File: src/rtl/instr_fetch_queue.sv
// instr_fetch_queue: PC owner and fetch FIFO feeding decode with a valid/ready handshake.
// Ports:
//   clk, reset (async, active-low)
//   imem_en/imem_addr -> synchronous instruction memory, imem_rdata returns one cycle later
//   instr/instr_pc/instr_valid/instr_ready -> decode handshake on the FIFO head
//   flush/flush_pc -> discard queued and in-flight fetches, redirect PC
//   halt -> stop issuing new fetches (level); count -> FIFO occupancy
module instr_fetch_queue #(
   parameter int DATA_W = 8,
   parameter int ADDR_W = 8,
   parameter int DEPTH = 4,
   parameter logic [ADDR_W-1:0] RESET_PC = '0
) (
   input  logic                       clk,
   input  logic                       reset,
   output logic                       imem_en,
   output logic [ADDR_W-1:0]          imem_addr,
   input  logic [DATA_W-1:0]          imem_rdata,
   output logic [DATA_W-1:0]          instr,
   output logic [ADDR_W-1:0]          instr_pc,
   output logic                       instr_valid,
   input  logic                       instr_ready,
   input  logic                       flush,
   input  logic [ADDR_W-1:0]          flush_pc,
   input  logic                       halt,
   output logic [$clog2(DEPTH):0]     count
);
   localparam int PTR_W = $clog2(DEPTH);
   localparam int CNT_W = PTR_W + 1;
   typedef enum logic [1:0] {BOOT, RUN, HOLD} state_t;
   state_t state, state_nxt;
   logic [ADDR_W-1:0] pc, inflight_pc;
   logic inflight, push, pop;
   logic [PTR_W-1:0] wr_ptr, rd_ptr;
   logic [CNT_W:0] used;
   logic [DATA_W-1:0] data_q [DEPTH];
   logic [ADDR_W-1:0] pc_q [DEPTH];
   // credit check: queued entries plus the read still in flight must leave room
   assign used = {1'b0, count} + (CNT_W+1)'(inflight);
   assign push = inflight && !flush;
   assign pop = instr_valid && instr_ready && !flush;
   assign imem_addr = pc;
   assign instr_valid = count != '0;
   // head is registered storage; masked so an empty queue presents zeros
   assign instr = instr_valid ? data_q[rd_ptr] : '0;
   assign instr_pc = instr_valid ? pc_q[rd_ptr] : '0;
   always_comb begin
      state_nxt = halt ? HOLD : RUN;
      imem_en = (state == RUN) && !halt && !flush && (used < (CNT_W+1)'(DEPTH));
   end
   always_ff @(posedge clk or negedge reset) begin
      if (!reset) begin
         state <= BOOT;
         pc <= RESET_PC;
         inflight <= 1'b0;
         inflight_pc <= '0;
         wr_ptr <= '0;
         rd_ptr <= '0;
         count <= '0;
      end else begin
         state <= state_nxt;
         inflight <= imem_en;
         if (imem_en) inflight_pc <= pc;
         if (flush) begin
            pc <= flush_pc;
            wr_ptr <= '0;
            rd_ptr <= '0;
            count <= '0;
         end else begin
            if (imem_en) pc <= pc + ADDR_W'(1);
            if (push) wr_ptr <= wr_ptr + PTR_W'(1);
            if (pop) rd_ptr <= rd_ptr + PTR_W'(1);
            count <= count + CNT_W'(push) - CNT_W'(pop);
         end
      end
   end
   always_ff @(posedge clk) begin
      if (push) begin
         data_q[wr_ptr] <= imem_rdata;
         pc_q[wr_ptr] <= inflight_pc;
      end
   end
endmodule

File: config.mk
export PLATFORM = sky130hd
export DESIGN_NAME = instr_fetch_queue
export DESIGN_NICKNAME = d
export VERILOG_FILES = /design/src/rtl/instr_fetch_queue.sv
export SDC_FILE = /design/constraint.sdc
export NUM_CORES = 1
export LEC_CHECK = 0
export ABC_CLOCK_PERIOD_IN_PS = 2200
export BUFFER_PORTS_ARGS = -buffer_cell sky130_fd_sc_hd__buf_4
export CAP_MARGIN = 20
export CORE_MARGIN = 2
export CORE_UTILIZATION = 37
export DETAILED_ROUTE_END_ITERATION = 8
export GPL_ROUTABILITY_DRIVEN = 1
export PLACE_DENSITY_LB_ADDON = 0.05
export SYNTH_ARGS = -nofsm -noshare
export SYNTH_HDL_FRONTEND = slang
export SYNTH_SLANG_ARGS = --single-unit
File: constraint.sdc
create_clock -name clk -period 2.2 [get_ports clk]
set_input_delay 0.22 -clock clk [delete_from_list [all_inputs] [get_ports clk]]
set_output_delay 0.22 -clock clk [all_outputs]
set_load 0.005 [all_outputs]
### Word-level counts from Yosys, hierarchy flattened

Memories as Yosys holds them, arrays and structs flattened.
Cells that the tools add are included.

* memories: 2
* word-level logic and storage cells: 41
* register bits after elaboration: 26
* memory bits (writable): 64
* input bits: 21

Memories
* data_q: depth 4, bits a word 8, rd ports 1, clocked after memory_dff 0, write ports 1, RTL line 36 `logic [DATA_W-1:0] data_q [DEPTH];`
* pc_q: depth 4, bits a word 8, rd ports 1, clocked after memory_dff 0, write ports 1, RTL line 37 `logic [ADDR_W-1:0] pc_q [DEPTH];`

* mux-type cells: 12
* reduce and logical (&&, ||, !) cells: 12
* magnitude comparators: 1
* add/subtract/negate cells: 6
* equal/unequal tests: 1

Operators by type and width (count)
* $mux 8: 4
* $mux 2: 5
* $add 8x1->8 const B: 1
* $logic_and 1x1->1: 6
* $reduce_bool 2->1: 3
* $add 2x1->2 const B: 2
* $add 3x1->4: 1
* $lt 4x3->1 const B: 1
* $add 3x1->3: 1
* $mux 3: 1
* $reduce_bool 3->1: 1
* $sub 3x1->3: 1
* $eq 2x1->1 const B: 1
* $logic_not 1->1: 2
* $mux 1: 2

### Depth between registers and ports, before layout

* word-level depth: 6
* gate-level depth with buffers: 11
* mapped depth without buffers: 10

### Worst setup path before layout

No wires, ideal clock.

* kind: register -> register
* from: reg count[1]
* to: reg count[2]
* period minus slack after synthesis: 2.258 ns
* cell stages (with the launch flop): 12
* data arrival time: 2.126 ns
* path slack: -0.058 ns
* setup time: 0.132 ns
* data required time: 2.068 ns
* path through: dfrtp_1 -> or3_1 -> clkbuf_1 -> nand2_1 -> nor2_1 -> ha_1 -> inv_1 -> ha_1 -> inv_1 -> fa_1 -> xnor2_1 -> nor2_1

* longest elaborated chain between the ends: 5

RTL lines
* start: declaration: RTL line 26 `output logic [$clog2(DEPTH):0] count`
* start signal: assignment: RTL line 73 `count <= count + CNT_W'(push) - CNT_W'(pop);`
* parallel branches: the longest is 3 deep, another holds $add 3x1->3
* $sub 3x1->3 *: RTL line 73
* $mux 3 *: RTL line 64 `if (flush) begin`

Mark *: on every way between the ends.
A chain may end at the register's enable or synchronous reset.

### Final worst setup path

* from: reg count[1]
* to: reg count[1]

The elaborated chain is that of the path after synthesis.

==> key figures <==
Clocking
  – Total CTS buffers: 9
  – Clk slew on worst S/H paths: 90 ps
  – H-tree depth: 3
  – CTS tree: built
  – Root buf cell: clkbuf_8
  – Clock latency on the worst-skew pair: 350 ps
  – Clock sinks: 90
  – Clk buf depth: 2

Worst setup path
  – R2R setup slack: 110 ps
  – R2R depth: 9
  – Worst r2r src: count[1]$_DFF_PN0_
  – Setup Crit Path Kind: flop to flop
  – Crit path launch type: flop
  – CP Data Arrival Time: around 2300 ps
  – Crit end category: flop
  – CP max FO: 2
  – Reg2reg end: count[1]$_DFF_PN0_
  – Crit path required time: 2440 ps

Worst hold path
  – Worst Hold Class: input port to flop
  – Worst hold start: imem_rdata[7]
  – WHS Path Cells: 1
  – Hold Path End: data_q[0][7]$_DFFE_PP_

Yosys
  – Yosys top cell area share: around half
  – Ys flop type: edfxtp_1
  – Synth cell count leaders: 64 x edfxtp_1, 26 x dfrtp_1, 20 x and2_1
  – Top cells by area, synth: edfxtp_1 51%, dfrtp_1 17%, mux4_2 9.6%, and2_1 3.3%, ha_1 2.7%
  – Ys async rst share: 28.9%
  – Post-synth EDFFs: between 60 and 70
  – Library cells used by synthesis: 32
  – YS warnings: 0
  – Area leader, netlist: edfxtp_1
  – Top-count cell post-synth: edfxtp_1
  – Synthesized cell area: 3740 um^2
  – Flops & latches, synth: 90
  – Post-synthesis sequential area ratio: 68.7%
  – Syn Inst Count: ~220
  – Syn_nets: 252
  – Synthesized area per cell: 16.9 um^2

GRT
  – Vias in the first global route: 2177
  – Largest net degree at the start of global routing: 27
  – All-layer global routing usage: 13.6%
  – Antenna violations before repair: 0
  – Global-route wire length before repair: 11500 um
  – Gr ovfl total: 0

Finish
  – Layout cell share with drive strength beyond 1: roughly two fifths
  – Post-layout utilization of the core: a little under half
  – Antenna cells: 0
  – Post-layout nets: 326
  – Layout area overhead: 24.2%
  – Fin cells: 434
  – Final Cell Area: 4650 um^2

Pwr
  – Sw power: about 1.2 mW
  – Pint: 3.11 mW
  – Power Density: 920 nW/um^2
  – Reg power frac: between 50% and 60%
  – Logic pwr share: ~25%
  – Peak VDD IR: 357 uV
  – Sw frac: around 27%
  – Clock network fraction of design power: approximately a quarter
  – P_leak: around 1.8 nW

Timing
  – Final hold slack: 65.3 ps
  – Setup violators final: 0
  – Clock skew: 11.1 ps
  – Peak Freq: 478 MHz
  – Tightest Pin Transition: between 400 and 500 ps
  – Tmin final: around 2100 ps
  – Max-slew violations: 0
  – RSZ-0062 raised after global routing: yes
  – Fin crit share: 95.2%
  – Hold violation count in the final report: 0
  – Slew Limit Headroom: a little under three quarters

Floorplanning
  – Initial Util: 38.1%
  – # rows: 36
  – Chip width: 105 um
  – Die Ht: 105 um
  – Die area: 10900 um^2
  – CORE AREA: 9820 um^2
  – # IOs: 50

Outcome
  – Outcome: complete, no violations

Routing
  – Post-route antenna net violation count: 0
  – Routed wire per std cell: 16.1 um
  – Number of vias per cell: slightly below 5
  – Via count: around 2100
  – DRC: 0
  – Initial DRC count: 69
  – Final WL: 7000 um
  – DR pass1 iterations: 4

Placement
  – HPWL after DPL: 4470 um
  – Inst Count DP: 409
  – GP Congestion: 0.785
  – Port bufs: 49
  – Placed inst area: 4380 um^2

Run
  – Max Cap Violations: 0
## power by group through the flow
stage | combinational, mW | clock [mW] | sequential (mW)
final | 1.05 | 1.07 | 2.15
after floorplan | 0.602 | 0 | 2.15
after detailed placement | 1.06 | 0 | 2.19
after CTS | 1.08 | 1.12 | 2.16
after global routing | 1.17 | 1.19 | 2.18
after global placement | 1.05 | 0 | 2.18
## per-layer routing
metal | routed length, um | part of all wire [%] | up-vias | GRT usage (%)
met3 | 270 | 3.9 | 8 | 2.43
li1 | - | - | 993 | -
met4 | 89 | 1.3 | 0 | 5.71
met2 | 3290 | 47 | 55 | 21.0
met5 | 0 | 0 | - | 0
met1 | 3340 | 48 | 1069 | 19.1
## final cells by class
cell class	count	area, um^2
Clock buffer	11	151
Inverter	7	26.3
Multi-Input combinational cell	116	1120
Timing Repair Buffer	72	574
Tap cell	133	166
Fill cell	904	5170
Clock inverter	5	43.8
Sequential cell	90	2570
## kinds of logic (layout without fill, tap and decap cells)
family | count (synthesis) | after routing | synth area share (%)
AO/OA/AOI/OAI | 17 | 17 | 2.97
AND/OR/NAND/NOR | 60 | 60 | 9.56
flip-flops | 90 | 90 | 68.7
XOR/XNOR | 4 | 4 | 0.936
multiplexers | 26 | 26 | 12.9
adder cells (fa/ha/maj) | 9 | 9 | 3.21
buffers and inverters | 16 | 95 | 1.74
## worst max path at each step
stage | startpoint | endpoint | slack (ps) | cells after the start
floorplan | count[1]$_DFF_PN0_ | count[1]$_DFF_PN0_ | -30 | 10
global placement | count[1]$_DFF_PN0_ | count[1]$_DFF_PN0_ | 120 | 9
detailed placement | count[1]$_DFF_PN0_ | count[1]$_DFF_PN0_ | 110 | 9
CTS | count[1]$_DFF_PN0_ | imem_en | 50 | 7
global route | count[1]$_DFF_PN0_ | count[2]$_DFF_PN0_ | -3 | 10
finish | count[1]$_DFF_PN0_ | count[1]$_DFF_PN0_ | 110 | 9
## state kept, by name, summed over array words and instances (netlist names)
| name | cells |
|---|---|
| state | 2 |
| rd_ptr | 2 |
| inflight_pc | 8 |
| wr_ptr | 2 |
| pc_q | 32 |
| inflight | 1 |
| count | 3 |
| imem_addr | 8 |
| data_q | 32 |
## critical path, cell delays in order (launching register included)
cell,delay [ps]
dfrtp_1,380
or3_1,430
nand2_4,100
nor2_1,40
ha_1,260
inv_1,60
ha_1,130
inv_1,50
fa_2,510
nor2_1,40
## metrics by stage
step | worst slack (ps) | TNS [ps] | power (mW)
5_1_grt | -2.66 | -2.66 | 4.54
3_3_place_gp | 125 | 0 | 3.23
4_1_cts | 52.4 | 0 | 4.35
6_report | 106 | 0 | 4.28
2_1_floorplan | -25.7 | -30.8 | 2.75
3_5_place_dp | 114 | 0 | 3.25
## placed cells by master, fill, tap and decap left out, drive strengths merged, types with 3 or more instances in the layout
master and count:
and2 20, dfrtp 26, mux4 16, nand4 4, or3 4, or4 4
a31oi 6, nand2 7, inv 10, nor2 14, o31ai 3, o21ai 4
buf 70, clkbuf 11, ha 8, mux2 8, edfxtp 64
## what timing repair did
| item | CTS | global route |
|---|---|---|
| setup endpoints to repair | 1 | 2 |
| buffers inserted | 1 | 6 |
| hold endpoints to repair | 27 | 0 |
| hold buffers | 2 | 0 |
| gates resized for setup | 1 | 0 |
Note: power is estimated with default switching activity, not from simulation.
